$ cat src/rtl/wb_ram_bus_demux.sv
// Registered Wishbone 1-to-N demultiplexer from the user-area master to RAM-type slaves.
// Optional slave watchdog: define WB_RAM_BUS_DEMUX_TIMEOUT_EN.
module wb_ram_bus_demux #(
   parameter int                    N_PORTS       = 2,
   parameter logic [16*N_PORTS-1:0] PORT_ADDR_HI  = {16'h30c0, 16'h3000},
   parameter logic [16*N_PORTS-1:0] PORT_ADDR_MSK = {16'hffff, 16'hff80},
   parameter int                    TIMEOUT_CYC   = 255
) (
   input  logic                   wb_clk_i,
   input  logic                   wb_rst_n_i,
   input  logic                   wbs_ufp_stb_i,
   input  logic                   wbs_ufp_cyc_i,
   input  logic                   wbs_ufp_we_i,
   input  logic [3:0]             wbs_ufp_sel_i,
   input  logic [31:0]            wbs_ufp_adr_i,
   input  logic [31:0]            wbs_ufp_dat_i,
   output logic                   wbs_ufp_ack_o,
   output logic                   wbs_ufp_err_o,
   output logic [31:0]            wbs_ufp_dat_o,
   output logic [N_PORTS-1:0]     wbs_dfp_stb_o,
   output logic [N_PORTS-1:0]     wbs_dfp_cyc_o,
   output logic                   wbs_dfp_we_o,
   output logic [3:0]             wbs_dfp_sel_o,
   output logic [31:0]            wbs_dfp_adr_o,
   output logic [31:0]            wbs_dfp_dat_o,
   input  logic [32*N_PORTS-1:0]  wbs_dfp_dat_i,
   input  logic [N_PORTS-1:0]     wbs_dfp_ack_i
);

   localparam int PW = (N_PORTS > 1) ? $clog2(N_PORTS) : 1;

   typedef enum logic [1:0] {IDLE, BUSY, RESP} state_t;

   state_t               state_q, state_d;
   logic [PW-1:0]        port_q, port_d;
   logic [N_PORTS-1:0]   stb_q, stb_d;
   logic                 we_q, we_d;
   logic [3:0]           sel_q, sel_d;
   logic [31:0]          adr_q, adr_d;
   logic [31:0]          wdat_q, wdat_d;
   logic                 ack_q, ack_d;
   logic                 err_q, err_d;
   logic [31:0]          rdat_q, rdat_d;
   logic                 hit_any;
   logic [PW-1:0]        hit_idx;
`ifdef WB_RAM_BUS_DEMUX_TIMEOUT_EN
   logic [15:0]          cnt_q, cnt_d;
`endif

   // Descending scan so the lowest matching index overrides higher ones.
   always_comb begin
      hit_any = 1'b0;
      hit_idx = '0;
      for (int i = N_PORTS - 1; i >= 0; i--) begin
         if ((wbs_ufp_adr_i[31:16] & PORT_ADDR_MSK[16*i +: 16]) == PORT_ADDR_HI[16*i +: 16]) begin
            hit_any = 1'b1;
            hit_idx = PW'(i);
         end
      end
   end

   always_comb begin
      // NOTE: every target gets a default first, so no path leaves one unassigned and no latch is inferred.
      state_d = state_q;
      port_d  = port_q;
      stb_d   = stb_q;
      we_d    = we_q;
      sel_d   = sel_q;
      adr_d   = adr_q;
      wdat_d  = wdat_q;
      ack_d   = 1'b0;
      err_d   = 1'b0;
      rdat_d  = '0;
`ifdef WB_RAM_BUS_DEMUX_TIMEOUT_EN
      cnt_d   = '0;
`endif
      case (state_q)
         IDLE: begin
            if (wbs_ufp_cyc_i && wbs_ufp_stb_i) begin
               if (hit_any) begin
                  port_d         = hit_idx;
                  we_d           = wbs_ufp_we_i;
                  sel_d          = wbs_ufp_sel_i;
                  adr_d          = wbs_ufp_adr_i;
                  wdat_d         = wbs_ufp_dat_i;
                  stb_d          = '0;
                  stb_d[hit_idx] = 1'b1;
                  state_d        = BUSY;
               end else begin
                  err_d   = 1'b1;
                  state_d = RESP;
               end
            end
         end
         BUSY: begin
`ifdef WB_RAM_BUS_DEMUX_TIMEOUT_EN
            cnt_d = cnt_q + 16'd1;
`endif
            // A master that drops cyc no longer wants any response.
            if (!wbs_ufp_cyc_i) begin
               stb_d   = '0;
               state_d = IDLE;
            end else if (wbs_dfp_ack_i[port_q]) begin
               stb_d   = '0;
               ack_d   = 1'b1;
               rdat_d  = we_q ? 32'h0 : wbs_dfp_dat_i[32*port_q +: 32];
               state_d = RESP;
`ifdef WB_RAM_BUS_DEMUX_TIMEOUT_EN
            end else if (cnt_q == 16'(TIMEOUT_CYC - 1)) begin
               stb_d   = '0;
               err_d   = 1'b1;
               rdat_d  = 32'hdead_beef;
               state_d = RESP;
`endif
            end
         end
         RESP:    state_d = IDLE;
         default: state_d = IDLE;
      endcase
   end

   always_ff @(posedge wb_clk_i) begin
      // NOTE: state registers use non-blocking assignments so every register samples pre-edge values.
      if (!wb_rst_n_i) begin
         state_q <= IDLE;
         port_q  <= '0;
         stb_q   <= '0;
         we_q    <= 1'b0;
         sel_q   <= '0;
         adr_q   <= '0;
         wdat_q  <= '0;
         ack_q   <= 1'b0;
         err_q   <= 1'b0;
         rdat_q  <= '0;
      end else begin
         state_q <= state_d;
         port_q  <= port_d;
         stb_q   <= stb_d;
         we_q    <= we_d;
         sel_q   <= sel_d;
         adr_q   <= adr_d;
         wdat_q  <= wdat_d;
         ack_q   <= ack_d;
         err_q   <= err_d;
         rdat_q  <= rdat_d;
      end
   end

`ifdef WB_RAM_BUS_DEMUX_TIMEOUT_EN
   always_ff @(posedge wb_clk_i) begin
      if (!wb_rst_n_i) cnt_q <= '0;
      else             cnt_q <= cnt_d;
   end
`endif

   assign wbs_ufp_ack_o = ack_q;
   assign wbs_ufp_err_o = err_q;
   assign wbs_ufp_dat_o = rdat_q;
   assign wbs_dfp_stb_o = stb_q;
   assign wbs_dfp_cyc_o = stb_q;
   assign wbs_dfp_we_o  = we_q;
   assign wbs_dfp_sel_o = sel_q;
   assign wbs_dfp_adr_o = adr_q;
   assign wbs_dfp_dat_o = wdat_q;

endmodule

$ cat config.mk
export PLATFORM = sky130hd
export DESIGN_NAME = wb_ram_bus_demux
export DESIGN_NICKNAME = d
export VERILOG_FILES = /design/src/rtl/wb_ram_bus_demux.sv
export SDC_FILE = /design/constraint.sdc
export NUM_CORES = 1
export LEC_CHECK = 0
export ABC_AREA = 0
export CAP_MARGIN = 20
export CORE_ASPECT_RATIO = 0.75
export CORE_MARGIN = 8
export CORE_UTILIZATION = 34
export DETAILED_ROUTE_END_ITERATION = 7
export PLACE_DENSITY = 0.83
export SLEW_MARGIN = 10
export SYNTH_ARGS = -nofsm -noshare
export SYNTH_HDL_FRONTEND = slang
export SYNTH_SLANG_ARGS = --single-unit
export TNS_END_PERCENT = 30
$ cat constraint.sdc
create_clock -name wb_clk_i -period 1.38 [get_ports wb_clk_i]
set_input_delay 0.276 -clock wb_clk_i [delete_from_list [all_inputs] [get_ports wb_clk_i]]
set_output_delay 0.276 -clock wb_clk_i [all_outputs]
set_load 0.005 [all_outputs]
# Yosys cells after proc, flatten, opt, wreduce, memory -nomap -nowiden
# Cells that the tools add are included.
[totals]
inputBits = 139
reg_bits = 108
elab_cells = 53
out_inout_bits = 107
[classes]
eq_ne = 6
shift = 1
reduce_logical = 10
n_bitwise = 4
muxes = 19
order_cmp = 3
[ops]
columns = ["cell", "count"]
rows = [
  ["64-bit by 7-bit indexed part select with 32-bit output", 1],
  ["16-bit by 14-bit equality test with 1-bit output (second input constant)", 1],
  ["2-bit 2-to-1 mux", 8],
  ["9-bit by 7-bit equality test with 1-bit output (second input constant)", 1],
  ["3-bit AND reduction", 3],
  ["1-bit 2-to-1 mux", 8],
  ["2-bit one-hot mux with 2 select lines", 2],
  ["5-bit OR reduction", 1],
  ["1-bit by 2-bit < comparator with 1-bit output (second input constant)", 2],
  ["2-bit inequality test (second input constant)", 2],
  ["1-bit NOT", 4],
  ["4-bit AND reduction", 1],
  ["3-bit inequality test (second input constant)", 1],
  ["2-bit by 1-bit equality test with 1-bit output (second input constant)", 1],
  ["1-bit logical AND", 2],
  ["2-bit zero test", 1],
  ["2-bit AND reduction", 1],
  ["2-bit nonzero test", 1],
  ["1-bit demux with 1-bit select", 1],
  ["1-bit greater-or-equal comparator (second input constant)", 1],
]

# Longest topological paths before layout
# Gate-level depths: netlist of run 1.
[logic_depth]
word_depth = 10
mapped_depth = 6

# Worst setup path before layout of run 1
# No wires, ideal clock.
[synth_path]
path_type = "reg2reg"
from = "reg port_q"
to = "reg rdat_q[10] (netlist: wbs_ufp_dat_o[10])"
slack_ns = -0.098
arrival_time_ns = 1.361
path_stages_with_launch = 7
synth_period_minus_slack_ns = 1.478
setup_time_ns = 0.117
t_required_ns = 1.263
path_cell_list = "dfxtp_1 > buf_2 > mux2_2 > and3_1 > nand3b_1 > buf_2 > nor2_1"
[synth_via]
elab_chain_cells = 4
elab_cells_between_ends = 5
cone_classes = "1 x shift; 2 x mux; 1 x bitwise; 1 x reduce/logical"
[synth_lines]
columns = ["element", "line_no", "text"]
rows = [
  ["start: declaration", "35", "logic [PW-1:0] port_q, port_d;"],
  ["start signal: assignment", "137", "port_q <= port_d;"],
  ["parallel branches: the longest is 4 deep, another holds 64-bit by 7-bit indexed part select with 32-bit output", "--", ""],
  ["end signal: assignment", "145", "rdat_q <= rdat_d;"],
  ["end: declaration", "43", "logic [31:0] rdat_q, rdat_d;"],
]
# Parallel ways; which one is timed is not known. The select of a mux whose other input is x is not followed.
# A chain may end at the register's enable or synchronous reset.

# Final worst setup path of run 1
[layout_path]
from = "in wbs_ufp_adr_i[24]"
to = "reg sel_q[2] (netlist: wbs_dfp_sel_o[2])"
[layout_via]
elab_chain_cells = 4
elab_cells_between_ends = 5
cone_classes = "2 x eq/ne; 2 x mux; 1 x reduce/logical"
[layout_lines]
columns = ["element", "line_no", "text"]
rows = [
  ["start: declaration", "15", "input logic [31:0] wbs_ufp_adr_i,"],
  ["16-bit by 14-bit equality test with 1-bit output", "55", "if ((wbs_ufp_adr_i[31:16] & PORT_ADDR_MSK[16*i +: 16]) == PORT_ADDR_HI[16*i +: 16]) begin"],
  ["1-bit 2-to-1 mux", "55", ""],
  ["1-bit 2-to-1 mux (*)", "55", ""],
  ["3-bit AND reduction (no line) (*)", "--", ""],
  ["end signal: assignment", "140", "sel_q <= sel_d;"],
  ["end: declaration", "38", "logic [3:0] sel_q, sel_d;"],
]
# Mark *: on every way between the ends. The rest lies on a longest branch, timed or not.

==> summary.md, run 1 <==
| Metric | Value |
|---|---|
| Worst Path Arrival | `1790 ps` |
| Crit path to | `wbs_dfp_sel_o[2]` |
| Worst-Skew Late Latency | `340 ps` |
| Final #Nets | `about 840` |
| Die Area | `16,210 um^2` |
| GP Congestion | `0.7794` |
| Die H | `112.3 um` |
| Clock transition at path regs | `~70 ps` |
| Crit-path max cell delay | `between 300 and 400 ps` |
| Area grow syn2layout | `78.68%` |
| Share of total power in the clock network | `0.407` |
| Die X | `approximately 140 um` |
| Post-Place Worst Slack | `-696.6 ps` |
| Synth Register Bits | `108` |
| Switch share | `0.2126` |
| Core Area | `~12,000 um^2` |
| IO buf count | `245` |
| Setup ws final | `-153.6 ps` |
| WP buf/inv | `4` |
| Met2 wire len | `around 7.5 mm` |
| Multiplexer share of the synthesized area | `0.2266` |
| Syn_nets | `564` |
| Main combinational cell family by area after synthesis | `multiplexers` |
| R2r setup slk | `-140 ps` |
| RSZ-0062 raised after global routing | `true` |
| CTS tree | `done` |
| Post-synthesis adder-cell area fraction | `0` |
| Unique masters post-synth | `30` |
| XOR/XNOR share of the synthesized area | `0` |
| Max-Slew Margin vs Limit | `0.6428` |
| P_sw | `between 1000 and 1500 uW` |
| Largest net degree at the start of global routing | `95` |
| Combinational cell fraction of total power | `0.096` |
| Final Hold Viols | `0` |
| Inst Count DP | `829` |
| Sequential-to-total area share from yosys stat | `0.5146` |
| CP Depth | `8` |
| Multi-input logic area | `1876 um^2` |
| PwrDens | `around 840 nW/um^2` |
| Site Rows | `35` |
| Critical path peak fanout | `8` |
| Commonest non-fill, non-tap cell in the layout | `nand2_1` |
| Worst path slowest cell | `nor4_4` |
| Worst hold path class | `input pin to flop` |
| Overall Power | `6276 uW` |
| Cts hold-fix bufs | `0` |
| Initial antenna violation count | `0` |
| CP most frequent cell | `buf_6` |
| Clock sink total | `108` |
| DR vias | `3,973` |
| CTS Root Cell | `clkbuf_16` |
| Final ANT Viol Nets | `0` |
| Synth async-reset ratio | `0` |
| Register Area | `2168 um^2` |
| Worst-case reg-to-reg path depth | `6` |
| Worst r2r src | `state_q[0]` |
| Min cycle time layout | `1534 ps` |
| Top layer in use | `met4` |
| Worst Clk Skew | `5.572 ps` |
| Int Power | `4942 uW` |
| Worst Setup SP | `wbs_ufp_adr_i[24]` |
| Synth warnings | `0` |
| Compound-Gate Fraction of Synth Area | `0.02055` |
| Final wirelength | `around 15 mm` |
| Vias/cell | `4.572` |
| # IOs | `between 200 and 250` |
| Family with the most delay on the worst path | `simple AND/OR/NAND/NOR gates` |
| Slew Viols, Final | `0` |
| GRT Total Usage | `0.1729` |
| Post-Syn Area per Cell | `roughly 9.9 um^2` |
| Grt ovf | `0` |
| Setup TNS Final | `-5061 ps` |
| Outcome | `finished, violations left` |
| Max IR drop VDD | `504.1 uV` |
| Mapped Area | `4202 um^2` |
| FMAX | `652.0 MHz` |
| Hold slack final | `roughly 230 ps` |
| Metal-1 WL | `between 5 and 6 mm` |
| Lkg Pwr | `0.003352 uW` |
| DR iter-0 viols | `117` |
| Post-Synth Simple-Gate Area | `0.1825` |
| Crit path cell chain | `clkdlybuf4s15_1 -> nor4_4 -> and2_4 -> and3_4 -> buf_6 -> buf_6 -> buf_12 -> mux2i_2` |
| Primary FF master, synth | `dfxtp_1` |
| Crit path launch type | `input pin` |
| Routed len/inst | `16.86 um` |
| Tcrit/Tclk final | `1.111` |
| H-Tree Depth | `3` |
| CP Capture Type | `flop` |
| Post-DP HPWL | `10.56 mm` |
| CP Class | `input pin to flop` |
| DR pass1 iterations | `4` |
| Failing checks | `negative setup slack` |
| Gate Count Post-Synth | `425` |
| Filler cells | `1,037` |
| Share of cells above drive strength 1 | `0.1223` |
| Sequential Power Share | `0.497` |
| Worst-case clock buffer depth | `2` |
| WL met3 | `1.459 mm` |
| Initial core utilization | `0.3451` |
| Crit Reg-Reg Endpoint | `wbs_dfp_sel_o[2]` |
| Finish-stage setup viols | `65` |
| Required @ worst endpoint | `1640 ps` |
| Commonest non-fill, non-tap cells in the layout | `122 x nand2_1, 119 x clkdlybuf4s50_1, 115 x dlygate4sd2_1` |
| Fin cells | `869` |
| Number of buffers created by CTS | `9` |
| Slew @ Worst Pin | `~540 ps` |
| First-pass GRT wire length | `21.96 mm` |
| Number of global-route vias before repair | `about 4,200` |
| # diodes | `0` |
| EDFF count, synth | `0` |
| Remaining DRCs | `0` |
| Max cap viols | `0` |
## flip-flops by register name, summed over array words and instances (netlist names)
| signal | cells |
|---|---|
| port_q | 1 |
| state_q | 2 |
| wbs_dfp_adr_o | 32 |
| wbs_dfp_cyc_o | 2 |
| wbs_dfp_dat_o | 32 |
| wbs_dfp_sel_o | 4 |
| wbs_dfp_we_o | 1 |
| wbs_ufp_ack_o | 1 |
| wbs_ufp_dat_o | 32 |
| wbs_ufp_err_o | 1 |
## layout make-up
class / count / share of cell area
repair buffers: 293 / 0.3940
well taps: 166 / 0.02767
clock buffers: 10 / 0.03050
clock inverters: 6 / 0.008667
multi-input cells: 285 / 0.2498
flip-flops and latches: 108 / 0.2888
inverters: 1 / 0.0005000
## how the worst min path moves through the flow
stage | end | from | slack [ps] | cells after the start
detailed placement | wbs_dfp_dat_o[0] | wbs_dfp_dat_o[0] | 450 | 2
floorplan | wbs_dfp_adr_o[0] | wbs_ufp_adr_i[0] | 420 | 2
global route | wbs_dfp_adr_o[17] | wbs_ufp_adr_i[17] | 250 | 3
finish | wbs_dfp_adr_o[17] | wbs_ufp_adr_i[17] | 230 | 3
CTS | state_q[0] | wb_rst_n_i | 230 | 2
global placement | wbs_dfp_dat_o[24] | wbs_dfp_dat_o[24] | 440 | 2
## repair_timing
| item | CTS | global route |
|---|---|---|
| resized for setup | 146 | 17 |
| cloned | 8 | 1 |
| endpoints found under the hold margin | 0 | 0 |
| setup buffers | 13 | 2 |
| endpoints found under the setup margin | 181 | 99 |
| pin swaps | 9 | 8 |
## cell usage after synthesis (2+ instances only)
cell type,count,area share
and4bb_2,2,0.0060
and3_1,7,0.010
and2_1,2,0.0030
buf_2,4,0.0048
nand3b_1,2,0.0036
nand3_1,3,0.0036
nand2_1,122,0.11
nor4_2,2,0.0060
o21a_1,3,0.0054
buf_4,3,0.0054
a31o_2,2,0.0042
clkbuf_1,17,0.015
mux2i_1,94,0.22
dfxtp_1,108,0.51
buf_12,6,0.029
nor2_1,34,0.030
## stage by stage
step	cell area (um^2)	utilization
final	7507	0.6167
after global routing	7507	0.6167
after CTS	7420	0.6095
after detailed placement	6889	0.5659
after global placement	6889	0.5659
after floorplan	4255	-
## per-layer routing
layer / vias up / GRT usage
li1: 1953 / -
met1: 1846 / 0.1660
met2: 154 / 0.3232
met3: 20 / 0.08015
met4: 0 / 0.04633
met5: - / 0
## worst register-to-register path, stage by stage, from the launching register on
cell and delay [ps]:
dfxtp_2 320, and4bb_2 300, and3_4 210, buf_6 110, buf_6 120, buf_12 150
mux2i_2 230
## power groups by stage
stage                     combinational, uW  sequential (uW)  clock, uW
after floorplan                         143             3190          0
after global placement                  593             3190          0
after detailed placement                605             3190          0
after CTS                               596             3120       2640
after global routing                    646             3120       2760
final                                   604             3120       2550
## logic make-up (layout without fill, tap and decap cells)
kind of cell / Yosys count / count (layout)
AND/OR/NAND/NOR: 179 / 179
multiplexers: 95 / 95
flip-flops: 108 / 108
AO/OA/AOI/OAI: 11 / 11
buffers and inverters: 32 / 310
Note: power is estimated with default switching activity, not from simulation.
==> run 2, diff against run 1 <==
--- a/config.mk
+++ b/config.mk
@@ -11,7 +11,9 @@
 export CORE_MARGIN = 8
 export CORE_UTILIZATION = 34
 export DETAILED_ROUTE_END_ITERATION = 7
+export GPL_TIMING_DRIVEN = 0
 export PLACE_DENSITY = 0.83
+export REMOVE_ABC_BUFFERS = 1
 export SLEW_MARGIN = 10
 export SYNTH_ARGS = -nofsm -noshare
 export SYNTH_HDL_FRONTEND = slang
==> summary.md, run 2 (synthesized netlist as in run 1, its figures left out) <==
| Metric | Value |
|---|---|
| Failing checks | `negative setup slack (unchanged)` |
| Clock transition at path regs | `70 ps (about the same)` |
| Crit path launch type | `flop (was input pin)` |
| Max-Slew Margin vs Limit | `0.6044 (was 0.6428)` |
| WHS Path Cells | `3 (unchanged)` |
| Final Util | `0.6529 (was 0.6167)` |
| Worst r2r src | `port_q (was state_q[0])` |
| FMAX | `662.3 MHz (was 652.0 MHz)` |
| Required @ worst endpoint | `1600 ps (was 1640 ps)` |
| RSZ-0062 raised after global routing | `true (unchanged)` |
| Number of buffers created by CTS | `9 (unchanged)` |
| Lkg Pwr | `0.004781 uW (was 0.003352 uW)` |
| Post-Place Worst Slack | `-1376 ps (was -696.6 ps)` |
| CP Capture Type | `flop (unchanged)` |
| CP Class | `flop to flop (was input pin to flop)` |
| Grt ovf | `0 (unchanged)` |
| Initial antenna violation count | `2 (was 0)` |
| IO buf count | `245 (unchanged)` |
| Post-DP HPWL | `10.22 mm (was 10.56 mm)` |
| Filler cells | `888 (was 1,037)` |
| HP Start | `wbs_ufp_adr_i[17] (unchanged)` |
| PwrDens | `775.3 nW/um^2 (was 836.0 nW/um^2)` |
| Largest net degree at the start of global routing | `79 (was 95)` |
| Core Area | `12,170 um^2 (unchanged)` |
| CTS Root Cell | `clkbuf_16 (unchanged)` |
| Worst-Skew Late Latency | `330 ps (was 340 ps)` |
| Cts hold-fix bufs | `0 (unchanged)` |
| Crit Reg-Reg Endpoint | `wbs_ufp_dat_o[7] (was wbs_dfp_sel_o[2])` |
| Worst Path Arrival | `1730 ps (was 1790 ps)` |
| Clock sink total | `108 (unchanged)` |
| DR iter-0 viols | `133 (was 117)` |
| Slew @ Worst Pin | `593.4 ps (was 535.7 ps)` |
| Worst Clk Skew | `4.838 ps (was 5.572 ps)` |
| CTS tree | `done (unchanged)` |
| H-Tree Depth | `3 (unchanged)` |
| Final wirelength | `15.37 mm (was 14.65 mm)` |
| Site Rows | `35 (unchanged)` |
| Die H | `112.3 um (unchanged)` |
| GRT Total Usage | `0.1723 (was 0.1729)` |
| Max IR drop VDD | `608.5 uV (was 504.1 uV)` |
| First-pass GRT wire length | `21.87 mm (was 21.96 mm)` |
| Outcome | `finished, violations left (unchanged)` |
| Setup TNS Final | `-6843 ps (was -5061 ps)` |
| Die Area | `16,210 um^2 (unchanged)` |
| Worst-case reg-to-reg path depth | `6 (unchanged)` |
| Slew Viols, Final | `0 (unchanged)` |
| Initial core utilization | `0.3451 (unchanged)` |
| Routed len/inst | `17.87 um (was 16.86 um)` |
| Remaining DRCs | `0 (unchanged)` |
| Final ANT Viol Nets | `0 (unchanged)` |
| Critical path peak fanout | `5 (was 8)` |
| Setup ws final | `-129.9 ps (was -153.6 ps)` |
| Area grow syn2layout | `89.19% (was 78.68%)` |
| Max cap viols | `0 (unchanged)` |
| Overall Power | `6163 uW (was 6276 uW)` |
| Commonest non-fill, non-tap cell in the layout | `nand2_1 (unchanged)` |
| DR pass1 iterations | `4 (unchanged)` |
| DR vias | `3,984 (was 3,973)` |
| Worst hold path class | `input pin to flop (unchanged)` |
| Commonest non-fill, non-tap cells in the layout | `122 x nand2_1, 119 x clkdlybuf4s50_1, 107 x dlymetal6s2s_1 (was 122 x nand2_1, 119 x clkdlybuf4s50_1, 115 x dlygate4sd2_1)` |
| Final Hold Viols | `0 (unchanged)` |
| Vias/cell | `4.633 (was 4.572)` |
| Share of cells above drive strength 1 | `0.1544 (was 0.1223)` |
| R2r setup slk | `-130 ps (was -140 ps)` |
| Multi-input logic area | `2019 um^2 (was 1876 um^2)` |
| Min cycle time layout | `1510 ps (was 1534 ps)` |
| Hold endpoint | `wbs_dfp_adr_o[17] (unchanged)` |
| Die X | `144.4 um (unchanged)` |
| Number of global-route vias before repair | `4,199 (was 4,161)` |
| # IOs | `246 (unchanged)` |
| Tcrit/Tclk final | `1.094 (was 1.111)` |
| Finish-stage setup viols | `88 (was 65)` |
| Register Area | `2177 um^2 (was 2168 um^2)` |
| Worst-case clock buffer depth | `2 (unchanged)` |
| Final #Nets | `827 (was 837)` |
| GP Congestion | `0.8130 (was 0.7794)` |
## run 2: changes by cell type in the layout (fill, tap and decap cells not counted), moves of 6 or more
cell	delta
dlymetal6s2s_1	+106
dlygate4sd2_1	-103
nor2_1	-25
buf_4	-16
nor2_2	+14
nor2_4	+11
buf_16	-7
buf_12	+6
## run 2: critical path, stage by stage, from the launching register on
cell      delay, ps
dfxtp_4         380
mux2_4          330
and3_4          190
nand3b_1        130
buf_6           170
buf_8           140
nor2_2           50
## run 2: how the worst max path moves through the flow
stage                                  from                 to  slack (ps)  depth (start not counted)
after global routing                 port_q   wbs_ufp_dat_o[7]        -200                          6
final                                port_q   wbs_ufp_dat_o[7]        -130                          6
after detailed placement  wbs_ufp_adr_i[16]  wbs_dfp_dat_o[13]       -1380                          5
after floorplan                      port_q   wbs_ufp_dat_o[0]       -1370                          4
after CTS                            port_q  wbs_ufp_dat_o[19]        -160                          7
after global placement           wb_rst_n_i  wbs_ufp_dat_o[30]       -4690                          3
## run 2: where the power goes
group / switching, uW / internal (uW)
sequential: 3.66 / 3120
clock: 1150 / 1280
combinational: 205 / 409
## run 2: cell type report
class	count	area share
clock inverters	5	0.004565
flip-flops and latches	108	0.2739
inverters	1	0.0004722
multi-input cells	288	0.2541
repair buffers	280	0.4100
clock buffers	11	0.03054
well taps	166	0.02613
diodes	1	0.0003148
## run 2: repair_timing
item	CTS	global route
buffers inserted	27	1
gates cloned	6	3
hold endpoints to repair	0	0
gates resized for setup	45	159
pin swaps	13	17
setup endpoints to repair	214	213
## run 2: metrics by stage
| stage | instance area [um^2] | std cells | hold WS [ps] |
|---|---|---|---|
| finish | 7949 | 860 | 220.2 |
| floorplan | 3971 | 394 | 393.5 |
| global route | 7949 | 860 | 210.4 |
| detailed placement | 6693 | 808 | 447.5 |
| CTS | 7488 | 857 | 309.5 |
| global placement | 6631 | 805 | 442.6 |
## run 2: per-layer routing
metal / vias to the layer above / GRT usage / routed length [um]
met5: - / 0 / 8
li1: 1933 / - / -
met4: 2 / 0.04219 / 202
met3: 17 / 0.08185 / 1554
met1: 1859 / 0.1822 / 6121
met2: 173 / 0.3017 / 7480
